==> src/rtl/demux_tree.sv <==
// Pipelined 1:N valid/ready demultiplexer built as a recursive tree of registered 1:2 stages.
// Each level adds one cycle of latency. Ready is combinational from the leaves back to a_ready.
module demux_tree #(
  parameter int N = 8,
  parameter int K = 3,
  parameter int W = 8
) (
  input  logic           clk,
  input  logic           rst_n,
  input  logic           a_valid,
  output logic           a_ready,
  input  logic [W-1:0]   a_data,
  input  logic [K-1:0]   s,
  output logic [N-1:0]   y_valid,
  input  logic [N-1:0]   y_ready,
  output logic [N*W-1:0] y_data
);
  typedef struct packed {
    logic [K-1:0] sel;
    logic [W-1:0] data;
  } ent_t;

  logic v;
  ent_t ent;
  logic tgt_ready;

  // The stage accepts when empty, or when its held item leaves on this same edge.
  assign a_ready = !v || tgt_ready;

  always_ff @(posedge clk or negedge rst_n) begin
    if (!rst_n) begin
      v   <= 1'b0;
      ent <= '0;
    end else if (a_ready) begin
      v        <= a_valid;
      ent.sel  <= s;
      ent.data <= a_data;
    end
  end

  generate
    if (N == 2) begin : g_leaf
      assign y_valid   = {v & ent.sel[K-1], v & ~ent.sel[K-1]};
      assign y_data    = {ent.data, ent.data};
      assign tgt_ready = y_ready[ent.sel[K-1]];
    end else begin : g_node
      logic [1:0] cv;
      logic [1:0] cr;
      assign cv        = {v & ent.sel[K-1], v & ~ent.sel[K-1]};
      assign tgt_ready = cr[ent.sel[K-1]];
      // Branch 1 serves the upper half of the channels, branch 0 the lower half.
      for (genvar b = 0; b < 2; b++) begin : g_sub
        demux_tree #(.N(N/2), .K(K-1), .W(W)) u_sub (
          .clk     (clk),
          .rst_n   (rst_n),
          .a_valid (cv[b]),
          .a_ready (cr[b]),
          .a_data  (ent.data),
          .s       (ent.sel[K-2:0]),
          .y_valid (y_valid[b*(N/2) +: N/2]),
          .y_ready (y_ready[b*(N/2) +: N/2]),
          .y_data  (y_data[b*(N/2)*W +: (N/2)*W])
        );
      end
    end
  endgenerate
endmodule

==> config.mk <==
export PLATFORM = sky130hd
export DESIGN_NAME = demux_tree
export DESIGN_NICKNAME = d
export VERILOG_FILES = /design/src/rtl/demux_tree.sv
export SDC_FILE = /design/constraint.sdc
export NUM_CORES = 1
export LEC_CHECK = 0
export CAP_MARGIN = 20
export CORE_MARGIN = 1.5
export CORE_UTILIZATION = 50
export DETAILED_ROUTE_END_ITERATION = 6
export MAX_ROUTING_LAYER = met4
export PLACE_DENSITY = 0.83
export SLEW_MARGIN = 10
export SYNTH_ARGS = -nofsm -noshare
export SYNTH_HDL_FRONTEND = slang
export SYNTH_SLANG_ARGS = --single-unit
==> constraint.sdc <==
create_clock -name clk -period 4.3 [get_ports clk]
set_input_delay 1.29 -clock clk [delete_from_list [all_inputs] [get_ports clk]]
set_output_delay 1.29 -clock clk [all_outputs]
set_load 0.05 [all_outputs]
==> results of run 1 <==
-- cell type report --
class | instances | share of cell area (%)
multi-input cells | 115 | 24.3
repair buffers | 101 | 23.9
clock buffers | 14 | 3.89
clock inverters | 2 | 0.837
flip-flops and latches | 74 | 44.3
inverters | 5 | 0.449
well taps | 77 | 2.30
-- stage by stage --
step           area, µm²  hold WS, ps  utilization [%]  instances  setup WS (ps)
3_3_place_gp        3990          487             61.7        372            390
3_5_place_dp        3990          494             61.7        372            366
4_1_cts             4180          516             64.8        388            349
2_1_floorplan       3410          462                -        265            893
5_1_grt             4180          537             64.8        388            288
6_report            4180          508             64.8        388            362
-- kinds of logic after synthesis --
kind of cell | Yosys count | synth area share (%)
buffers and inverters | 76 | 15.7
DFF | 74 | 54.4
and+or+nand+nor | 33 | 4.81
AOI/OAI and AO/OA | 18 | 3.20
muxes | 64 | 21.9
-- where the power goes --
part	leakage, nW	switching, mW	internal (mW)
sequential	0.871	0.0973	0.817
clock	0.101	0.226	0.300
combinational	0.862	0.685	0.389
-- worst register-to-register path: stages (launching register included) --
cell,delay [ps]
dfrtp_1,390
mux2i_1,220
nand2_1,100
o22a_1,230
o22a_1,260
buf_4,240
mux2_4,310
-- per-layer routing --
metal	wire length [µm]	up-vias	global-route usage, %	part of all wire, %
li1	-	899	-	-
met1	2460	967	21.4	42
met3	333	5	4.43	5.7
met2	3000	60	28.3	51
met4	38	0	5.43	0.65
met5	0	-	-	0
-- cell usage after synthesis --
library cell,number,area [µm²]
dfrtp_1,74,1850
buf_4,64,480
mux2_2,52,586
nand2_1,13,48.8
a21oi_1,8,40.0
mux2_4,8,120
nand2b_1,8,50.1
inv_1,5,18.8
o21ai_0,5,25.0
and2_1,4,25.0
clkbuf_1,4,15.0
mux2i_1,4,40.0
nor2_1,4,15.0
nor2b_1,4,25.0
o22a_1,3,26.3
buf_2,2,10.0
a21bo_2,1,10.0
buf_6,1,11.3
o21bai_1,1,7.51
-- sequential cells by signal, summed over array words and instances (netlist names) --
register,flops
v,1
g_node.g_sub.u_sub.ent,20
g_node.g_sub.u_sub.g_node.g_sub.u_sub.v,4
g_node.g_sub.u_sub.g_node.g_sub.u_sub.ent,4
g_node.g_sub.u_sub.v,2
ent,11
g_node.g_sub.u_sub.g_node.g_sub.u_sub.y_data,32
-- final timing paths --
| kind | from | to | slack (ps) | cells past startpoint |
|---|---|---|---|---|
| min in group asynchronous | rst_n | asynchronous set/reset pin | 1080 | 1 |
| min | g_node.g_sub[0].u_sub.ent[9] | g_node.g_sub[0].u_sub.g_node.g_sub[1].u_sub.v | 510 | 2 |
| max | y_ready[5] | a_ready | 360 | 6 |
| max reg2reg | flop | ent[8] | 2440 | 6 |
| max in group asynchronous | rst_n | v | 2620 | 1 |
| min reg2reg | g_node.g_sub[0].u_sub.ent[9] | g_node.g_sub[0].u_sub.g_node.g_sub[1].u_sub.v | 510 | 2 |
==> results.yml, run 1 <==
pwr:
  p_per_area_nw_per_um2: 601
  max-vdd-ir-drop_mv: 0.414
  p_leak_nw: 1.83
  total_power_mw: 2.51
final_layout:
  drive_gt1_share_pct: 26.7
  seqCellArea_um2: 1850
  final_common_cell: "clkdlybuf4s50_1"
  multi_input_area_um2: 1020
  n_fill_cell: 521
  nets: 328
  antenna_cells: 0
  final_cell_mix: "clkdlybuf4s50_1 (92), dfrtp_1 (74), mux2_2 (52), nand2_1 (13), clkbuf_8 (11)"
  syn2layout_area_growth_pct: 22.9
sta:
  fmax_ghz: 0.254
  rsz0062_at_grt: "false"
  timing.setup.tns_ps: 0
  fin_crit_sh_pct: 91.6
  hold_violations: 0
  finalCriticalPeriod_ps: 3940
  worst_pin_slew_ps: 903
  setup_viol: 0
  fin_skew_ps: 5.54
  slew_violations: 0
  max-slew-margin-rel_pct: 39.8
synthesis:
  synthCells: 265
  syn-cell-area_um2: 3410
  ys_seq_area_share_pct: 54.4
  yosysUniqueCellTypes: 19
  syn_avg_cell_area_um2: 12.9
  syn_nets: 287
  ys.warnings.count: 0
  ys_seq_elements: 74
placement:
  port_buffers: 94
  finalWeightedCongestion: 0.713
  dp_hpwl_mm: 4.24
routing:
  wirelength_mm: 5.83
  dr.pass1.iters: 6
  wl_per_cell_um: 15.0
  via_count: 1931
  drtIter0Drc: 72
  drc: 6
  via_per_inst: 4.98
  ant_nets: 0
global_routing:
  gr-usage-all-layers_pct: 17.4
  grt_pass1_vias: 2046
  overflow: 0
  grt_pass1_wl_mm: 9.58
  antenna_found_initial: 0
  grt_max_degree: 75
critical_path:
  end_kind: "output pin"
  cp_slowest_cell: "clkdlybuf4s50_1"
  cp_common_cell: "o22a_1"
  critPathTopFamily: "buffers and inverters"
  path_max_fanout: 2
  cp-start-kind: "primary input"
  crit_type: "in2out"
  crit_buf_inv: 2
  critPathArrivalTime_ps: 2650
  required_ps: 3010
  critPathMaxStageDelay_ps: 430
  crit_chain: "clkdlybuf4s50_1 -> mux2i_1 -> nand2_1 -> o22a_1 -> o22a_1 -> buf_12"
clock_network:
  h-tree-depth: 3
  cts_buffers: 9
  cts_hold_buf: 0
  cts_buffer_depth: 2
  cts_root_buffer: "clkbuf_8"
  cts_resized: 0
  clk_pin_slew_ps: 70
  postCtsSetupRepairBufs: 0
  clk_latency_ps: 330
  cts_tree: "yes"
  numClockSinks: 74
status:
  status: "complete, but fails checks"
  violations: "design-rule violations"
floorplan:
  start_util_pct: 52.7
  dieHeight_um: 85.5
  ios: 95
  die_w_um: 85.5
  coreArea_um2: 6460
  rows: 29
  design.die.area_um2: 7320
worst_hold_path:
  min_path_type: "reg2reg"
flow_run:
  drv_cap: 0
Power figures use the tool's default switching activity.
==> inputs of run 2 (changes only) <==
- ABC_CLOCK_PERIOD_IN_PS: unset -> 4300
==> results of run 2 <==
The final DEF is identical to that of run 1; final timing and power are the same.
==> inputs of run 3 (changes only) <==
- ABC_AREA: unset -> 1
- PLACE_DENSITY: 0.83 -> 0.82
==> run 3 against run 2 <==
Net effect:
- the run now ends clean
- combinational power up 28%
- worst hold slack got worse by 21 ps
- sequential power increased by 5.7%
- largest cell class unchanged
- highest routed layer unchanged
- clock power grew 8.2%
- routed wire length rose by 8.0%
- global-route usage grew 1.5 points
- utilization is 1.9 points lower
- clock-buffer cell count is 1 higher
- final cell count rose by 33%
- non-clock buffer count fell by 4
==> results.yml, run 3 <==
sta:
  slew_violations: 0
  worst_pin_slew_ps: 888
  timing.setup.tns_ps: 0
  max-slew-margin-rel_pct: 40.8
  finalCriticalPeriod_ps: 4080
  hold_violations: 0
  fin_crit_sh_pct: 94.9
  rsz0062_at_grt: "false"
  fmax_ghz: 0.245
  fin_ws_ps: 219
  fin_skew_ps: 6.69
  setup_viol: 0
synthesis:
  syn_nets: 405
  netlist_top_cells_count: "dfrtp_1 (74), nand2_1 (73), buf_4 (66), inv_1 (54), o21ai_0 (45)"
  ys_seq_elements: 74
  synthCells: 383
  synth_most_common_cell: "dfrtp_1"
  ys_seq_area_share_pct: 52.1
  synth.largest_area_cell: "dfrtp_1"
  synth_area_leaders: "dfrtp_1 (52%), buf_4 (14%), nand2_1 (7.7%)"
  syn-cell-area_um2: 3550
  yosys.area.top_type_share_pct: 52.1
  ys.warnings.count: 0
  yosysUniqueCellTypes: 21
  synth_ff_type: "dfrtp_1"
  async_flop_share_pct: 100
  synth_edf_count: 0
  syn_avg_cell_area_um2: 9.28
final_layout:
  largest_reg_flops: 32
  layoutNonFillerInstCount: 517
  syn2layout_area_growth_pct: 20.9
  drive_gt1_share_pct: 13.1
  n_fill_cell: 586
  nets: 438
  finalInstanceArea_um2: 4300
  antenna_cells: 0
  final_cell_mix: "clkdlybuf4s50_1 (92), dfrtp_1 (74), nand2_1 (73), inv_1 (54), o21ai_0 (45)"
  final_common_cell: "clkdlybuf4s50_1"
placement:
  placed_cell_area_um2: 4080
  numPlacedInstances: 501
  place_ws_ps: 219
  dp_hpwl_mm: 4.52
  finalWeightedCongestion: 0.761
  port_buffers: 94
critical_path:
  cp_slowest_cell: "clkdlybuf4s50_1"
  reg2reg_setup_slack_ps: 2810
  crit_type: "in2out"
  r2r_cells: 9
  crit_buf_inv: 4
  cp-startpoint: "y_ready[3]"
  r2r_end: "v"
  crit_chain: "clkdlybuf4s50_1 -> inv_1 -> nand3_2 -> nand2_4 -> nand2_4 -> nand2_4 -> nand2_4 -> nand2_4 -> inv_1 -> buf_12"
  end_kind: "output pin"
  cp-start-kind: "primary input"
  path_max_fanout: 18
  critPathMaxStageDelay_ps: 400
  required_ps: 3010
  critPathArrivalTime_ps: 2790
  endpoint: "a_ready"
  critPathTopFamily: "simple AND/OR/NAND/NOR gates"
  cp_common_cell: "nand2_4"
  worst-path-stages: 10
routing:
  via_count: 2366
  wirelength_mm: 6.29
  via_per_inst: 4.58
  drtIter0Drc: 125
  dr.pass1.iters: 4
  ant_nets: 0
  drc: 0
  wl_per_cell_um: 12.2
floorplan:
  die_w_um: 87.3
  dieHeight_um: 87.3
  rows: 30
  ios: 95
  design.die.area_um2: 7620
  start_util_pct: 52.0
  coreArea_um2: 6830
flow_run:
  drv_cap: 0
global_routing:
  grt_pass1_wl_mm: 10.6
  overflow: 0
  gr-usage-all-layers_pct: 18.9
  antenna_found_initial: 0
  grt_max_degree: 75
  grt_pass1_vias: 2345
status:
  status: "complete, no violations"
clock_network:
  postCtsSetupRepairBufs: 0
  numClockSinks: 74
  cts_root_buffer: "clkbuf_8"
  cts_tree: "yes"
  cts_buffer_depth: 2
  cts_buffers: 9
  cts_resized: 0
  clk_pin_slew_ps: 70
  cts_hold_buf: 0
  clk_latency_ps: 340
  h-tree-depth: 3
pwr:
  total_power_mw: 2.90
  p_per_area_nw_per_um2: 676
  p_leak_nw: 2.06
  max-vdd-ir-drop_mv: 0.330
worst_hold_path:
  holdCritStartpoint: "g_node.g_sub[0].u_sub.ent[6]"
  min_path_type: "reg2reg"
## run 3: cell families after synthesis
| kind of cell | share of synthesized area (%) |
|---|---|
| DFF | 52.1 |
| and+or+nand+nor | 17.4 |
| buffers and inverters | 21.6 |
| AOI/OAI and AO/OA | 8.87 |
## run 3: through the flow
| step | util [%] | hold WS [ps] |
|---|---|---|
| floorplan | - | 453 |
| global placement | 59.7 | 468 |
| detailed placement | 59.7 | 470 |
| CTS | 62.9 | 488 |
| global route | 62.9 | 510 |
| finish | 62.9 | 488 |
## run 3: area by class of cell
type	instances	area, µm²	area share (%)
timing repair buffer	97	971	22.6
inverter	54	203	4.72
tap	96	120	2.80
clock buffer	15	186	4.34
multi-input combinational	180	935	21.8
sequential	74	1850	43.1
clock inverter	1	30.0	0.699
## run 3: how the worst min path moves through the flow
stage / depth (start not counted) / end
floorplan: 2 / g_node.g_sub[0].u_sub.ent[0]
global placement: 2 / ent[9]
detailed placement: 2 / ent[9]
CTS: 2 / ent[9]
global route: 2 / g_node.g_sub[1].u_sub.ent[7]
finish: 2 / g_node.g_sub[0].u_sub.ent[6]
## run 3: routing by layer
layer | wire length [µm] | GRT usage [%] | vias up | part of all wire, %
met5 | 0 | - | - | 0
met3 | 254 | 3.60 | 5 | 4.0
met2 | 3230 | 30.1 | 60 | 51
li1 | - | - | 1178 | -
met1 | 2740 | 22.8 | 1123 | 44
met4 | 69 | 10.1 | 0 | 1.1
## run 3: power breakdown
part / internal (mW) / total [mW] / switching (mW) / leakage (nW)
registers: 0.847 / 0.966 / 0.118 / 0.879
logic: 0.419 / 1.37 / 0.950 / 1.07
clock network: 0.332 / 0.569 / 0.236 / 0.110
## run 3: worst reg2reg max path, stage by stage, from the launching register on
cell,delay (ps)
dfrtp_1,410
inv_1,80
nand3_2,90
nand2_4,180
nand2_4,90
nand2_4,80
nand2_4,110
nand2_4,200
inv_1,120
nand2_1,70
